$ cat src/rtl/ps2_pkg.sv
`default_nettype none
// ============================================================================
//  Module      : ps2_pkg
//  Description : Shared constants, event type and capture-state encoding for
//                the PS/2 key decoder and its event FIFO.
//  Revision    : 1.0 - initial release
// ============================================================================
package ps2_pkg;

  // Prefix bytes folded into a single key event
  localparam logic [7:0] PS2_PFX_EXT   = 8'hE0;
  localparam logic [7:0] PS2_PFX_BRK   = 8'hF0;
  localparam logic [7:0] PS2_PFX_PAUSE = 8'hE1;

  // Keyboard control / status bytes that never describe a key
  localparam logic [7:0] PS2_CTL_ERR0   = 8'h00;
  localparam logic [7:0] PS2_CTL_BAT_OK = 8'hAA;
  localparam logic [7:0] PS2_CTL_ECHO   = 8'hEE;
  localparam logic [7:0] PS2_CTL_ACK    = 8'hFA;
  localparam logic [7:0] PS2_CTL_RESEND = 8'hFE;
  localparam logic [7:0] PS2_CTL_ERR1   = 8'hFF;

  // Pause make sequence is E1 followed by seven more bytes
  localparam logic [2:0] PS2_PAUSE_SKIP = 3'd7;

  typedef struct packed {
    logic       ext;
    logic       brk;
    logic [7:0] code;
  } ps2_key_ev_t;

  typedef enum logic [1:0] {
    CAP_IDLE     = 2'd0,
    CAP_CAPTURE  = 2'd1,
    CAP_WAIT_LOW = 2'd2
  } cap_state_t;

  function automatic logic is_ctrl_code(input logic [7:0] b);
    return (b == PS2_CTL_ERR0)   || (b == PS2_CTL_BAT_OK) ||
           (b == PS2_CTL_ECHO)   || (b == PS2_CTL_ACK)    ||
           (b == PS2_CTL_RESEND) || (b == PS2_CTL_ERR1);
  endfunction

endpackage
`default_nettype wire

$ cat src/rtl/ps2_ev_fifo.sv
`default_nettype none
// ============================================================================
//  Module      : ps2_ev_fifo
//  Description : Synchronous FIFO of key events. Head is read straight out of
//                registered storage; empty is a flop so ev_valid is clean.
//  Revision    : 1.0 - initial release
// ============================================================================
module ps2_ev_fifo
  import ps2_pkg::*;
#(
  parameter int DEPTH = 4
) (
  input  logic                     clk,
  input  logic                     reset,
  input  logic                     push,
  input  ps2_key_ev_t              push_ev,
  input  logic                     pop,
  output logic                     full,
  output logic                     empty,
  output logic [$clog2(DEPTH):0]   count,
  output ps2_key_ev_t              head
);

  localparam int              PW      = $clog2(DEPTH);
  localparam int              CW      = PW + 1;
  localparam logic [CW-1:0]   DEPTH_C = CW'(DEPTH);

  ps2_key_ev_t   mem_q [DEPTH];
  ps2_key_ev_t   mem_d [DEPTH];
  logic [PW-1:0] wr_ptr_q, wr_ptr_d;
  logic [PW-1:0] rd_ptr_q, rd_ptr_d;
  logic [CW-1:0] count_q, count_d;
  logic          empty_q, empty_d;
  logic          do_push, do_pop;

  // Accept a push when there is room, or when the head leaves this same cycle
  always_comb begin
    do_pop   = pop & ~empty_q;
    do_push  = push & ((count_q < DEPTH_C) | do_pop);
    mem_d    = mem_q;
    wr_ptr_d = wr_ptr_q;
    rd_ptr_d = rd_ptr_q;
    count_d  = count_q;
    if (do_push) begin
      mem_d[wr_ptr_q] = push_ev;
      wr_ptr_d        = wr_ptr_q + PW'(1);
    end
    if (do_pop) begin
      rd_ptr_d = rd_ptr_q + PW'(1);
    end
    case ({do_push, do_pop})
      2'b10:   count_d = count_q + CW'(1);
      2'b01:   count_d = count_q - CW'(1);
      default: count_d = count_q;
    endcase
    empty_d = (count_d == '0);
  end

  // Storage, pointers and occupancy registers
  always_ff @(posedge clk or posedge reset) begin
    if (reset) begin
      for (int i = 0; i < DEPTH; i++) begin
        mem_q[i] <= '0;
      end
      wr_ptr_q <= '0;
      rd_ptr_q <= '0;
      count_q  <= '0;
      empty_q  <= 1'b1;
    end else begin
      mem_q    <= mem_d;
      wr_ptr_q <= wr_ptr_d;
      rd_ptr_q <= rd_ptr_d;
      count_q  <= count_d;
      empty_q  <= empty_d;
    end
  end

  assign full  = (count_q == DEPTH_C);
  assign empty = empty_q;
  assign count = count_q;
  assign head  = mem_q[rd_ptr_q];

endmodule
`default_nettype wire

$ cat src/rtl/ps2_key_decoder.sv
`default_nettype none
// ============================================================================
//  Module      : ps2_key_decoder
//  Description : Consumes received PS/2 bytes, folds E0/F0 prefixes into one
//                key event, drops control bytes and Pause sequences, and
//                queues events for the consumer over valid/ready.
//  Revision    : 1.0 - initial release
// ============================================================================
module ps2_key_decoder
  import ps2_pkg::*;
#(
  parameter int DEPTH       = 4,
  parameter int TIMEOUT_CYC = 500000
) (
  input  logic       clk,
  input  logic       reset,
  input  logic       rx_done,
  input  logic [7:0] rx_data,
  output logic       rx_success,
  output logic       ev_valid,
  input  logic       ev_ready,
  output logic [7:0] ev_code,
  output logic       ev_ext,
  output logic       ev_break,
  output logic       overflow
);

  localparam int            TW        = $clog2(TIMEOUT_CYC + 1);
  localparam logic [TW-1:0] TIMEOUT_C = TW'(TIMEOUT_CYC);

  cap_state_t    state_q, state_d;
  logic [7:0]    byte_q, byte_d;
  logic          rx_success_q, rx_success_d;
  logic          ext_pend_q, ext_pend_d;
  logic          brk_pend_q, brk_pend_d;
  logic [2:0]    skip_q, skip_d;
  logic [TW-1:0] timer_q, timer_d;
  logic          overflow_q, overflow_d;

  logic          pending, expired, ext_eff, brk_eff;
  logic          push, pop;
  ps2_key_ev_t   push_ev;
  ps2_key_ev_t   head;
  logic          fifo_full, fifo_empty;
  // Occupancy is not needed by the decoder itself
  logic [$clog2(DEPTH):0] fifo_count_unused;

  // Capture state register plus the latched byte and acknowledge flop
  always_ff @(posedge clk or posedge reset) begin
    if (reset) begin
      state_q      <= CAP_IDLE;
      byte_q       <= '0;
      rx_success_q <= 1'b0;
    end else begin
      state_q      <= state_d;
      byte_q       <= byte_d;
      rx_success_q <= rx_success_d;
    end
  end

  // Capture FSM: one acknowledge per rx_done level, however long it is held
  always_comb begin
    state_d      = state_q;
    byte_d       = byte_q;
    rx_success_d = 1'b0;
    case (state_q)
      CAP_IDLE: begin
        if (rx_done) begin
          state_d      = CAP_CAPTURE;
          byte_d       = rx_data;
          rx_success_d = 1'b1;
        end
      end
      CAP_CAPTURE:  state_d = CAP_WAIT_LOW;
      CAP_WAIT_LOW: if (!rx_done) state_d = CAP_IDLE;
      default:      state_d = CAP_IDLE;
    endcase
  end

  // Prefix flags, Pause skip counter, prefix timeout and sticky overflow
  always_ff @(posedge clk or posedge reset) begin
    if (reset) begin
      ext_pend_q <= 1'b0;
      brk_pend_q <= 1'b0;
      skip_q     <= '0;
      timer_q    <= '0;
      overflow_q <= 1'b0;
    end else begin
      ext_pend_q <= ext_pend_d;
      brk_pend_q <= brk_pend_d;
      skip_q     <= skip_d;
      timer_q    <= timer_d;
      overflow_q <= overflow_d;
    end
  end

  // Byte decode during CAPTURE; an expired prefix no longer qualifies the byte
  always_comb begin
    ext_pend_d = ext_pend_q;
    brk_pend_d = brk_pend_q;
    skip_d     = skip_q;
    timer_d    = timer_q;
    push       = 1'b0;
    push_ev    = '0;

    pending = ext_pend_q | brk_pend_q;
    expired = pending & (timer_q == TIMEOUT_C);
    ext_eff = ext_pend_q & ~expired;
    brk_eff = brk_pend_q & ~expired;

    if (expired) begin
      ext_pend_d = 1'b0;
      brk_pend_d = 1'b0;
      timer_d    = '0;
    end else if (pending) begin
      timer_d = timer_q + TW'(1);
    end

    if (state_q == CAP_CAPTURE) begin
      if (skip_q != '0) begin
        skip_d = skip_q - 3'd1;
      end else if (byte_q == PS2_PFX_PAUSE) begin
        skip_d     = PS2_PAUSE_SKIP;
        ext_pend_d = 1'b0;
        brk_pend_d = 1'b0;
        timer_d    = '0;
      end else if (byte_q == PS2_PFX_EXT) begin
        ext_pend_d = 1'b1;
        brk_pend_d = brk_eff;
        timer_d    = '0;
      end else if (byte_q == PS2_PFX_BRK) begin
        brk_pend_d = 1'b1;
        ext_pend_d = ext_eff;
        timer_d    = '0;
      end else if (is_ctrl_code(byte_q) && !(ext_eff || brk_eff)) begin
        // Keyboard status byte outside any key sequence: nothing to report
        skip_d = skip_q;
      end else begin
        push         = 1'b1;
        push_ev.code = byte_q;
        push_ev.ext  = ext_eff;
        push_ev.brk  = brk_eff;
        ext_pend_d   = 1'b0;
        brk_pend_d   = 1'b0;
        timer_d      = '0;
      end
    end

    pop        = ~fifo_empty & ev_ready;
    overflow_d = overflow_q | (push & fifo_full & ~pop);
  end

  ps2_ev_fifo #(
    .DEPTH (DEPTH)
  ) u_fifo (
    .clk     (clk),
    .reset   (reset),
    .push    (push),
    .push_ev (push_ev),
    .pop     (pop),
    .full    (fifo_full),
    .empty   (fifo_empty),
    .count   (fifo_count_unused),
    .head    (head)
  );

  assign rx_success = rx_success_q;
  assign ev_valid   = ~fifo_empty;
  assign ev_code    = head.code;
  assign ev_ext     = head.ext;
  assign ev_break   = head.brk;
  assign overflow   = overflow_q;

endmodule
`default_nettype wire
$ cat config.mk
export PLATFORM = sky130hd
export DESIGN_NAME = ps2_key_decoder
export DESIGN_NICKNAME = d
export VERILOG_FILES = /design/src/rtl/ps2_pkg.sv /design/src/rtl/ps2_ev_fifo.sv /design/src/rtl/ps2_key_decoder.sv
export SDC_FILE = /design/constraint.sdc
export NUM_CORES = 1
export LEC_CHECK = 0
export ABC_AREA = 1
export BUFFER_PORTS_ARGS = -buffer_cell sky130_fd_sc_hd__buf_2
export CAP_MARGIN = 20
export CORE_UTILIZATION = 30
export DETAILED_ROUTE_END_ITERATION = 8
export SKIP_LAST_GASP = 1
export SYNTH_ARGS = -nofsm -noshare
export SYNTH_HDL_FRONTEND = slang
export SYNTH_SLANG_ARGS = --single-unit
$ cat constraint.sdc
create_clock -name clk -period 2.8 [get_ports clk]
set_input_delay 0.28 -clock clk [delete_from_list [all_inputs] [get_ports clk]]
set_output_delay 0.28 -clock clk [all_outputs]
set_load 0.02 [all_outputs]
==> results.py <==
metrics = {
    "place": {
        "place_hpwl_mm": 7.35,
        "globalplace.congestion": 0.870,
        "place.port_buffers": 24,
    },
    "global_routing": {
        "grtUsageTotal_pct": 15.4,
        "top_usage_layer": "met2",
        "grtUsageMet3_pct": 2.88,
        "antenna_found_initial": 0,
        "grt_pass1_wl_mm": 18.1,
        "grt.met2_usage_pct": 23.3,
        "grt_max_degree": 45,
        "grt_util_met1_pct": 22.0,
        "grt_pass1_vias": 3662,
        "overflow": 0,
    },
    "sta": {
        "timing.setup.tns_ns": 0,
        "max_freq_ghz": 0.393,
        "min_period_over_period_pct": 91.0,
        "setup_viol": 0,
        "slew_headroom_pct": 46.2,
        "min_period_ns": 2.55,
        "fin_skew_ns": 0.00941,
        "slew_violations": 0,
        "finalHoldViolCount": 0,
        "worst_pin_slew_ns": 0.806,
        "rsz0062_at_grt": "no",
    },
    "synth": {
        "ys_warn_count": 0,
        "synth.distinct_cells": 32,
        "synth_top_cell_area_share_pct": 46.6,
        "yosysSeqAreaShare_pct": 47.2,
        "syn_inst": 565,
        "ys_ff_latch": 84,
        "netlist_top_cells_area": "dfrtp_1 47%, nand2_1 14%, nand4_1 6.2%",
        "yosys.area.top_type": "dfrtp_1",
        "syn_avg_cell_area_sq_um": 7.89,
        "synth_area_sq_um": 4460,
        "syn_nets": 587,
    },
    "setup_path": {
        "ff2ff_path_depth": 16,
        "worstPathRequired_ns": 3.07,
        "crit_arrival_ns": 2.82,
        "critical_path_class": "reg -> reg",
        "cp_max_fo": 7,
        "critPathLaunchType": "flop",
        "ff2ff_setup_slack_ns": 0.25,
        "cp-end-kind": "flop",
    },
    "hold_path": {
        "holdCritPathClass": "in -> async",
    },
    "pwr": {
        "ir_worst_vdd_mv": 0.569,
        "leakagePower_nw": 2.50,
        "cellPowerDensity_nw_per_um2": 975,
    },
    "route": {
        "first_pass_iters": 5,
        "via_count": 3805,
        "vias_per_cell": 4.91,
        "drcViolationCount": 0,
        "wire_per_inst_um": 14.1,
        "antenna_left": 0,
        "drt_iter0_drc": 304,
        "drt-total-wl_mm": 10.9,
    },
    "floorplan": {
        "start_util_pct": 30.7,
        "die_h_um": 124,
        "dieArea_sq_um": 15400,
        "boundaryPins": 25,
        "rows": 44,
        "coreArea_sq_um": 14500,
        "die-width_um": 124,
    },
    "final_layout": {
        "syn2layout_area_growth_pct": 14.0,
        "drive_above_1_share_pct": 15.2,
        "final_util_pct": 35.0,
        "final_nets": 608,
        "diodes": 0,
    },
    "flow_run": {
        "drv_cap": 0,
    },
    "clocking": {
        "ctsRootBufferMaster": "clkbuf_16",
        "cts_buffer_depth": 2,
        "htree_levels": 3,
        "cts_tree": "yes",
        "cts_buffers": 9,
        "path_clk_slew_ns": 0.07,
        "clk_latency_ns": 0.34,
        "cts_sinks": 84,
    },
    "status": {
        "outcome": "completed",
    },
}
-- where the power goes --
group          total [W]  internal, W  switching [W]
clock            0.00121     0.000701       0.000511
sequential       0.00190      0.00157       0.000324
combinational    0.00185     0.000591        0.00126
-- final cells by class --
cell class	count	area (sq um)
fillers	1542	9450
well taps	184	230
inverters	57	218
multi-input cells	402	2030
clock inverters	6	71.3
clock buffers	10	229
repair buffers	32	193
flip-flops and latches	84	2110
-- cell usage after synthesis, drive strengths merged --
cell / count
ha: 9
o21ai: 32
clkbuf: 10
buf: 12
nor2: 83
dfstp: 1
nand3: 15
xnor2: 1
o22ai: 13
nand4: 48
nand2: 169
inv: 57
nor3: 9
o21bai: 1
dfrtp: 83
a21o: 1
xor2: 11
fa: 1
a21oi: 5
nor4: 4
-- placed cells by master (no fill, tap or decap), drive strengths merged --
| cell type | instances |
|---|---|
| xnor2 | 1 |
| o21bai | 1 |
| nand3 | 15 |
| o22ai | 13 |
| nor2 | 83 |
| buf | 32 |
| clkinv | 1 |
| clkinvlp | 2 |
| a21o | 1 |
| fa | 1 |
| inv | 59 |
| o21ai | 32 |
| dfstp | 1 |
| nor4 | 4 |
| ha | 9 |
| nor3 | 9 |
| nand2 | 169 |
| a21oi | 5 |
| xor2 | 11 |
| bufinv | 1 |
| clkbuf | 10 |
| dfrtp | 83 |
| nand4 | 48 |
-- critical path, cell delays in order, from the launching register on --
cell,delay [ns]
dfrtp_2,0.46
nor2_1,0.17
inv_1,0.06
nor2_1,0.09
nand2_1,0.09
nand2_1,0.12
inv_1,0.08
nand2_4,0.10
a21oi_4,0.04
nand2_2,0.08
ha_1,0.14
inv_1,0.06
fa_1,0.38
a21oi_1,0.14
o21ai_0,0.10
xor2_1,0.17
nor3_2,0.19
-- timing repair --
| action | 4_1_cts | 5_1_grt |
|---|---|---|
| endpoints found under the setup margin | 0 | 3 |
| setup buffers | 0 | 2 |
| hold buffers | 0 | 0 |
| gates resized for setup | 0 | 11 |
-- through the flow --
step,hold WS [ns],setup slack [ns],area [sq um],total power (W),cells
3_5_place_dp,0.459,0.0875,4740,0.00370,757
2_1_floorplan,0.397,0.301,4460,0.00316,565
3_3_place_gp,0.454,0.254,4740,0.00364,757
6_report,0.0449,0.253,5080,0.00496,775
5_1_grt,0.146,0.00187,5080,0.00531,775
4_1_cts,0.0977,0.0613,5040,0.00494,773
-- sequential cells by signal, indices dropped and copies added (netlist names) --
signal	cells
u_fifo.empty	1
u_fifo.mem_q	40
timer_q	19
brk_pend_q	1
u_fifo.rd_ptr_q	2
u_fifo.wr_ptr_q	2
ext_pend_q	1
state_q	2
skip_q	3
u_fifo.count	3
byte_q	8
overflow	1
rx_success	1
-- layer usage --
layer  share of wire [%]  wire length (um)
met1                  48              5210
met2                  45              4920
met3                 5.7               620
met4                 1.5               162
met5                   0                 0
-- cells by family (layout without fill, tap and decap cells) --
logic type | Yosys count | in the layout | share of synthesized area [%]
compound gates | 52 | 52 | 6.82
buf+inv | 79 | 105 | 7.63
simple gates | 328 | 328 | 33.1
xor+xnor | 12 | 12 | 2.36
flops | 84 | 84 | 47.2
fa+ha+maj | 10 | 10 | 2.97
-- final timing paths --
kind | startpoint | endpoint
worst min register to register | overflow | overflow
min in group clk | rx_data[0] | byte_q[0]
max in group asynchronous | reset | u_fifo.empty
worst max-delay path | byte_q[1] | u_fifo.empty
worst max register to register | byte_q[1] | u_fifo.empty
worst min-delay path | reset | u_fifo.mem_q[16]
No activity file was read; power rests on OpenSTA's default activity.
